### src/rtl/pipe_pkg.sv
// pipe_pkg: shared constants, entry type and sizing helper for the fetch/decode pipeline.
package pipe_pkg;

    localparam logic [31:0] NOP_INSTR_DEFAULT = 32'h7E00_0000;

    typedef struct packed {
        logic [31:0] instr;
        logic [31:0] pcplus4;
    } ifid_entry_t;

    function automatic int occ_width(input int depth);
        return $clog2(depth) + 1;
    endfunction

endpackage

### src/rtl/sat_counter.sv
// sat_counter: up-counter that sticks at all-ones; cleared only by reset.
module sat_counter #(
    parameter int W = 16
) (
    input  logic         clk,
    input  logic         reset,
    input  logic         inc,
    output logic [W-1:0] count
);

    always_ff @(posedge clk) begin
        if (!reset)
            count <= '0;
        else if (inc && count != '1)
            count <= count + 1'b1;
    end

endmodule

### src/rtl/ifid_elastic_stage.sv
// ifid_elastic_stage: DEPTH-entry valid/ready buffer between fetch and decode,
// with flush-to-bubble and a saturating back-pressure counter.
module ifid_elastic_stage
    import pipe_pkg::*;
#(
    parameter int                 INSTR_W     = 32,
    parameter int                 PC_W        = 32,
    parameter int                 DEPTH       = 2,
    parameter logic [INSTR_W-1:0] NOP_INSTR   = INSTR_W'(NOP_INSTR_DEFAULT),
    parameter int                 STALL_CNT_W = 16
) (
    input  logic                         clk,
    input  logic                         reset,
    input  logic                         in_valid,
    output logic                         in_ready,
    input  logic [INSTR_W-1:0]           in_instr,
    input  logic [PC_W-1:0]              in_pcplus4,
    output logic                         out_valid,
    input  logic                         out_ready,
    output logic [INSTR_W-1:0]           out_instr,
    output logic [PC_W-1:0]              out_pcplus4,
    input  logic                         flush,
    output logic [occ_width(DEPTH)-1:0]  occupancy,
    output logic [STALL_CNT_W-1:0]       stall_cnt
);

    localparam int OCC_W = occ_width(DEPTH);
    localparam int PTR_W = (DEPTH > 1) ? $clog2(DEPTH) : 1;

    logic [INSTR_W-1:0] instr_mem [DEPTH];
    logic [PC_W-1:0]    pc_mem    [DEPTH];
    logic [PTR_W-1:0]   rd_ptr, wr_ptr, rd_nxt, wr_nxt;
    logic               full, empty, push, pop;

    assign full        = occupancy == OCC_W'(DEPTH);
    assign empty       = occupancy == '0;
    assign in_ready    = !full || out_ready;
    assign out_valid   = !empty;
    assign push        = in_valid && in_ready && !flush;
    assign pop         = out_valid && out_ready && !flush;
    assign out_instr   = empty ? NOP_INSTR : instr_mem[rd_ptr];
    assign out_pcplus4 = empty ? '0 : pc_mem[rd_ptr];
    // explicit wrap keeps DEPTH=1 pointers pinned at zero
    assign rd_nxt      = (rd_ptr == PTR_W'(DEPTH - 1)) ? '0 : rd_ptr + 1'b1;
    assign wr_nxt      = (wr_ptr == PTR_W'(DEPTH - 1)) ? '0 : wr_ptr + 1'b1;

    always_ff @(posedge clk) begin
        if (!reset || flush) begin
            rd_ptr    <= '0;
            wr_ptr    <= '0;
            occupancy <= '0;
        end else begin
            if (push)
                wr_ptr <= wr_nxt;
            if (pop)
                rd_ptr <= rd_nxt;
            if (push != pop)
                occupancy <= push ? occupancy + 1'b1 : occupancy - 1'b1;
        end
    end

    // storage is never cleared; the empty mux hides stale entries
    always_ff @(posedge clk) begin
        if (push) begin
            instr_mem[wr_ptr] <= in_instr;
            pc_mem[wr_ptr]    <= in_pcplus4;
        end
    end

    sat_counter #(.W(STALL_CNT_W)) u_stall_cnt (
        .clk   (clk),
        .reset (reset),
        .inc   (out_valid && !out_ready && !flush),
        .count (stall_cnt)
    );

endmodule

### config.mk
export PLATFORM = sky130hd
export DESIGN_NAME = ifid_elastic_stage
export DESIGN_NICKNAME = d
export VERILOG_FILES = /design/src/rtl/pipe_pkg.sv /design/src/rtl/sat_counter.sv /design/src/rtl/ifid_elastic_stage.sv
export SDC_FILE = /design/constraint.sdc
export NUM_CORES = 1
export LEC_CHECK = 0
export ABC_CLOCK_PERIOD_IN_PS = 9650
export BUFFER_PORTS_ARGS = -buffer_cell sky130_fd_sc_hd__buf_2
export CELL_PAD_IN_SITES_DETAIL_PLACEMENT = 2
export CELL_PAD_IN_SITES_GLOBAL_PLACEMENT = 2
export CORE_MARGIN = 8
export CORE_UTILIZATION = 38
export CTS_CLUSTER_SIZE = 30
export DETAILED_ROUTE_END_ITERATION = 8
export PLACE_DENSITY = 0.95
export SLEW_MARGIN = 40
export SYNTH_ARGS = -nofsm -noshare
export SYNTH_HDL_FRONTEND = slang
export SYNTH_SLANG_ARGS = --single-unit
### constraint.sdc
create_clock -name clk -period 9.65 [get_ports clk]
set_input_delay 1.4475 -clock clk [delete_from_list [all_inputs] [get_ports clk]]
set_output_delay 1.4475 -clock clk [all_outputs]
set_load 0.05 [all_outputs]
* After elaboration in Yosys (flattened, before gate mapping)
Memory sizes are Yosys's and may differ from the RTL's. A register that Yosys moved wholly into a read port is not among the register bits.
Cells that the tools add are included.
** Storage, ports and cells
- Memory bits (writable) :: 128
- Register bits :: 20
- Bits of input ports :: 69
- Memories kept :: 2
** Operators by class
- Equal/unequal tests :: 3
- Reduce and logical (&&, ||, !) cells :: 15
- Add/subtract/negate cells :: 5
- Muxes and demuxes :: 11
** Memory list
- instr_mem :: words 2, width 32, rd ports 1, clocked after memory_dff 1, wr ports 1, line ifid_elastic_stage.sv:30 : logic [INSTR_W-1:0] instr_mem [DEPTH];
- pc_mem :: words 2, width 32, rd ports 1, clocked after memory_dff 1, wr ports 1, line ifid_elastic_stage.sv:31 : logic [PC_W-1:0] pc_mem [DEPTH];
** Operators by type and width (count)
- 32-bit 2-to-1 mux :: 2
- 16-bit by 1-bit adder with 16-bit output (second input constant) :: 1
- 16-bit inequality test (second input constant) :: 1
- 1-bit 2-to-1 mux :: 8
- 1-bit logical AND :: 7
- 1-bit zero test :: 5
- 1-bit adder (second input constant) :: 2
- 2-bit by 1-bit adder with 2-bit output (second input constant) :: 1
- 2-bit == test (second input constant) :: 1
- 2-bit zero test :: 1
- 1-bit logical OR :: 2
- 2-bit 2-to-1 mux :: 1
- 2-bit by 1-bit subtractor with 2-bit output (second input constant) :: 1
- 1-bit inequality test :: 1

* Depth between registers and ports, before layout
- Word-level depth :: 7
- Mapped depth :: 6
- Gate-level depth less buffers :: 5

* Modules after synthesis
From an unflattened synthesis, not the netlist that was laid out.
** Unflattened totals
- Cell total of the unflattened synthesis :: 399
- Area, all modules :: 5943.2 µm²
** Modules (own cells, without submodules)
- ifid_elastic_stage :: cells each 302, instances 1, sequential area each 3943.8 µm², area each 5106.1 µm²
- sat_counter :: cells each 97, instances 1, sequential area each 320.3 µm², area each 837.1 µm²

* Worst setup path before layout
No wires, ideal clock.
- Kind :: input -> register
- Start point :: input out_ready
- End point :: memory instr_mem[0][0], enable pin
- Cell stages on the path :: 3
- Buffers on the path :: 0
- Setup slack :: 4180 ps
- Data arrival time :: 4976 ps
- Path through :: or3b_2 -> nor3b_1 -> nor2b_1
** On the way
- Word-level cells in the longest chain between the ends :: 5
** RTL lines
- start: declaration :: line ifid_elastic_stage.sv:19 : input logic out_ready,
- 1-bit logical OR :: line ifid_elastic_stage.sv:37 : assign in_ready = !full || out_ready;
- 1-bit logical AND (2 in a row) :: line ifid_elastic_stage.sv:39 : assign push = in_valid && in_ready && !flush;
- 1-bit 2-to-1 mux :: line ifid_elastic_stage.sv:64 : if (push) begin
- 1-bit 2-to-1 mux (implied by the code) :: line ifid_elastic_stage.sv:65 : instr_mem[wr_ptr] <= in_instr;
- end: declaration :: line ifid_elastic_stage.sv:30
Every way passes these cells.

* Worst setup path after layout
- Start point :: register occupancy[1]
- End point :: output out_instr[26]
** On the way
- Word-level cells in the longest chain between the ends :: 2
** RTL lines
- start: declaration :: line ifid_elastic_stage.sv:23 : output logic [occ_width(DEPTH)-1:0] occupancy,
- start signal: assignment :: line ifid_elastic_stage.sv:58 : occupancy <= push ? occupancy + 1'b1 : occupancy - 1'b1;
- 2-bit zero test :: line ifid_elastic_stage.sv:36 : assign empty = occupancy == '0;
- 32-bit 2-to-1 mux :: line ifid_elastic_stage.sv:41 : assign out_instr = empty ? NOP_INSTR : instr_mem[rd_ptr];
- end: declaration :: line ifid_elastic_stage.sv:20 : output logic [INSTR_W-1:0] out_instr,
Every way passes these cells.

==> results.ini <==
[setup_path]
crit_start = occupancy[1]
r2r-end = u_stall_cnt.count[13]
critPathSlowestCell = buf_4
r2r_slack_ns = 7.15
crit_chain = nor2_4 > buf_4 > clkinv_1 > nand2_1 > buf_2
cpPeakStageDelay_ns = 0.58
required_ns = 8.20
cp.arrival_ns = 2.44
critPathCapture = out_instr[26]
crit_path_end_kind = output port
path_class = reg2out
cp-start-kind = flip-flop
critPathMaxFanout = 66
ff2ff_path_depth = 5
worstReg2RegStart = occupancy[1]

[synth]
seq_area_frac_synth_pct = 72.1
ys_ff_latch = 149
syn-num-nets = 476
synth_top_area_share_pct = 65.0
syn_area_um2 = 5910
ys_warn_count = 0
synthTopCellsByArea = edfxtp_1, mux2i_1, dfxtp_1
synthTopCellsByCount = edfxtp_1, mux2i_1, nor2_1
synth.most_common_cell = edfxtp_1
synth_top_area_cell = edfxtp_1
syn_area_per_cell_um2 = 14.6
synth_edf_count = 128
synthArstFlopShare_pct = 0
syn_inst = 406
synth_flop_cell = edfxtp_1
yosysUniqueCellTypes = 45

[power]
p_per_area_nw_per_um2 = 201
p_clk_share_pct = 45.5
ir_drop_mv = 0.161
intPower_mw = 1.16
pwr-share-comb_pct = 7.0
pwr-share-seq_pct = 47.5
switching_share_pct = 23.8
p_sw_mw = 0.361
leakagePower_nw = 2.79

[clocking]
cts-root-buf = clkbuf_16
clock_latency_ns = 0.42
ctsHtreeMaxLevel = 4
clock_path_buffers = 2
clkSinkCount = 149
cts_inserted_buffers = 17
cts_setup_buffers = 0
clkTransAtPathRegs_ns = 0.06
cts.hold.buffers_added = 0
cts_resized = 0
cts_tree = built

[layout]
fin_nets = 632
drive_above_1_share_pct = 34.1
multi_input_area_um2 = 1580
num-fill-cells = 1475
syn2layout_area_growth_pct = 27.8
antennaDiodeCount = 0
regArea_um2 = 4270
postLayoutCoreUtil_pct = 49.7

[floorplanning]
rows = 45
io_pins = 153
coreArea_um2 = 15200
start_util_pct = 38.9
die_x_um = 141
chipHeight_um = 141
die_area_um2 = 19800

[timing]
rsz0062_at_grt = no
slew_viol_final = 0
slew_headroom_pct = 50.3
post-route-min-period_ns = 3.89
setup_slack_ns = 5.76
final-setup-viol-count = 0
skew_ns = 0.00949
setup_tns_ns = 0
timing.final.crit_share_pct = 40.3
hold_viol_final = 0
fmax_mhz = 257
tightest_slew_ns = 0.746

[global_routing]
grt-ovfl-total = 0
grt_pass1_vias = 4600
antenna_found_initial = 1
grt_max_degree = 67
grt_pass1_wl_um = 26500
grt.total_usage_pct = 17.6

[place]
dp_hpwl_um = 12100
place_congestion = 0.784
numPortBuffers = 152
dp_slack_ns = 5.93

[routing]
finalWirelength_um = 17300
drt_pre_antenna_iters = 4
wl_met2_um = 9640
antenna_left = 0
vias = 3979
first_iter_violations = 252
wl_met3_um = 883
vias_per_cell = 5.21
drcViolationCount = 0
wl_per_cell_um = 22.6
drt-met1-wl_um = 6490
highest_layer = met5

[hold_path]
hp-class = reg2reg

[outcome]
outcome = completed

[flow_run]
drv_cap = 0

## worst max-delay path, delay by kind of cell (launching register included)
| kind | cells | cell delay [ns] |
|---|---|---|
| DFF | 1 | 0.41 |
| buffers and inverters | 3 | 1.31 |
| and+or+nand+nor | 2 | 0.29 |
## final cells by class
| class | instances | share of cell area (%) |
|---|---|---|
| Clock buffer | 18 | 5.68 |
| Clock inverter | 14 | 2.48 |
| Inverter | 4 | 0.199 |
| Multi-Input combinational cell | 233 | 20.9 |
| Sequential cell | 149 | 56.5 |
| Tap cell | 188 | 3.11 |
| Timing Repair Buffer | 157 | 11.1 |
## placed cells by master, fill, tap and decap left out, types with 2 or more instances in the layout
| cell type | synthesis | layout |
|---|---|---|
| o31ai_1 | 3 | 3 |
| nand3_1 | 7 | 7 |
| nand2b_1 | 5 | 5 |
| or4_1 | 5 | 5 |
| xor2_1 | 2 | 2 |
| or3_1 | 2 | 2 |
| mux2i_1 | 69 | 69 |
| bufinv_16 | 0 | 3 |
| nand2_1 | 18 | 18 |
| nor4_1 | 5 | 4 |
| dfxtp_1 | 21 | 20 |
| a311oi_1 | 2 | 2 |
| inv_8 | 0 | 2 |
| a21oi_1 | 8 | 8 |
| buf_2 | 1 | 152 |
| and3_1 | 2 | 2 |
| nand4_1 | 4 | 4 |
| buf_12 | 0 | 3 |
| inv_6 | 0 | 5 |
| o21ai_0 | 3 | 3 |
| inv_1 | 3 | 3 |
| nor3_1 | 7 | 7 |
| a211oi_1 | 4 | 4 |
| nor3b_1 | 2 | 2 |
| clkbuf_16 | 0 | 17 |
| clkinvlp_4 | 0 | 3 |
| and4_1 | 2 | 2 |
| edfxtp_1 | 128 | 128 |
| nor2_1 | 65 | 64 |
## state kept, by name, summed over array words and instances (netlist names), named ones only
signal and count:
u_stall_cnt.count 16, wr_ptr 1, rd_ptr 1, occupancy 2
instr_mem 64, pc_mem 64
## logic make-up (layout without fill, tap and decap cells)
family / after synthesis / after routing / synth area share [%]
AND/OR/NAND/NOR: 132 / 132 / 10.6
AO/OA/AOI/OAI: 28 / 28 / 3.28
multiplexers: 69 / 69 / 11.7
adder cells (fa/ha/maj): 1 / 1 / 0.212
buffers and inverters: 24 / 193 / 1.67
flip-flops: 149 / 149 / 72.1
XOR/XNOR: 3 / 3 / 0.444
## power by group through the flow
stage / combinational (mW) / sequential, mW / clock (mW)
CTS: 0.108 / 0.723 / 0.708
floorplan: 0.0641 / 0.736 / 0
finish: 0.106 / 0.722 / 0.692
detailed placement: 0.107 / 0.736 / 0
global route: 0.113 / 0.723 / 0.730
global placement: 0.0979 / 0.736 / 0
## how the worst min path moves through the flow
stage,from,end,slack (ns),depth (start not counted)
after CTS,rd_ptr,flip-flop,0.54,2
after detailed placement,rd_ptr,flip-flop,0.51,2
after global routing,rd_ptr,flip-flop,0.55,2
after floorplan,rd_ptr,flip-flop,0.47,2
final,rd_ptr,flip-flop,0.54,2
after global placement,rd_ptr,flip-flop,0.49,2
## per-layer routing
| metal | GRT usage [%] | vias to the layer above |
|---|---|---|
| met3 | 5.77 | 19 |
| met2 | 33.1 | 110 |
| met4 | 5.20 | 2 |
| met5 | 0 | - |
| met1 | 18.2 | 2010 |
| li1 | - | 1838 |
## metrics by stage
step	std cells	cell area (um2)	hold WS [ns]	power, mW
floorplan	406	5910	0.472	0.800
global placement	728	6860	0.486	0.834
detailed placement	731	6930	0.509	0.844
CTS	763	7540	0.538	1.54
global route	763	7560	0.554	1.57
finish	763	7560	0.542	1.52
Note: power is estimated with default switching activity, not from simulation.
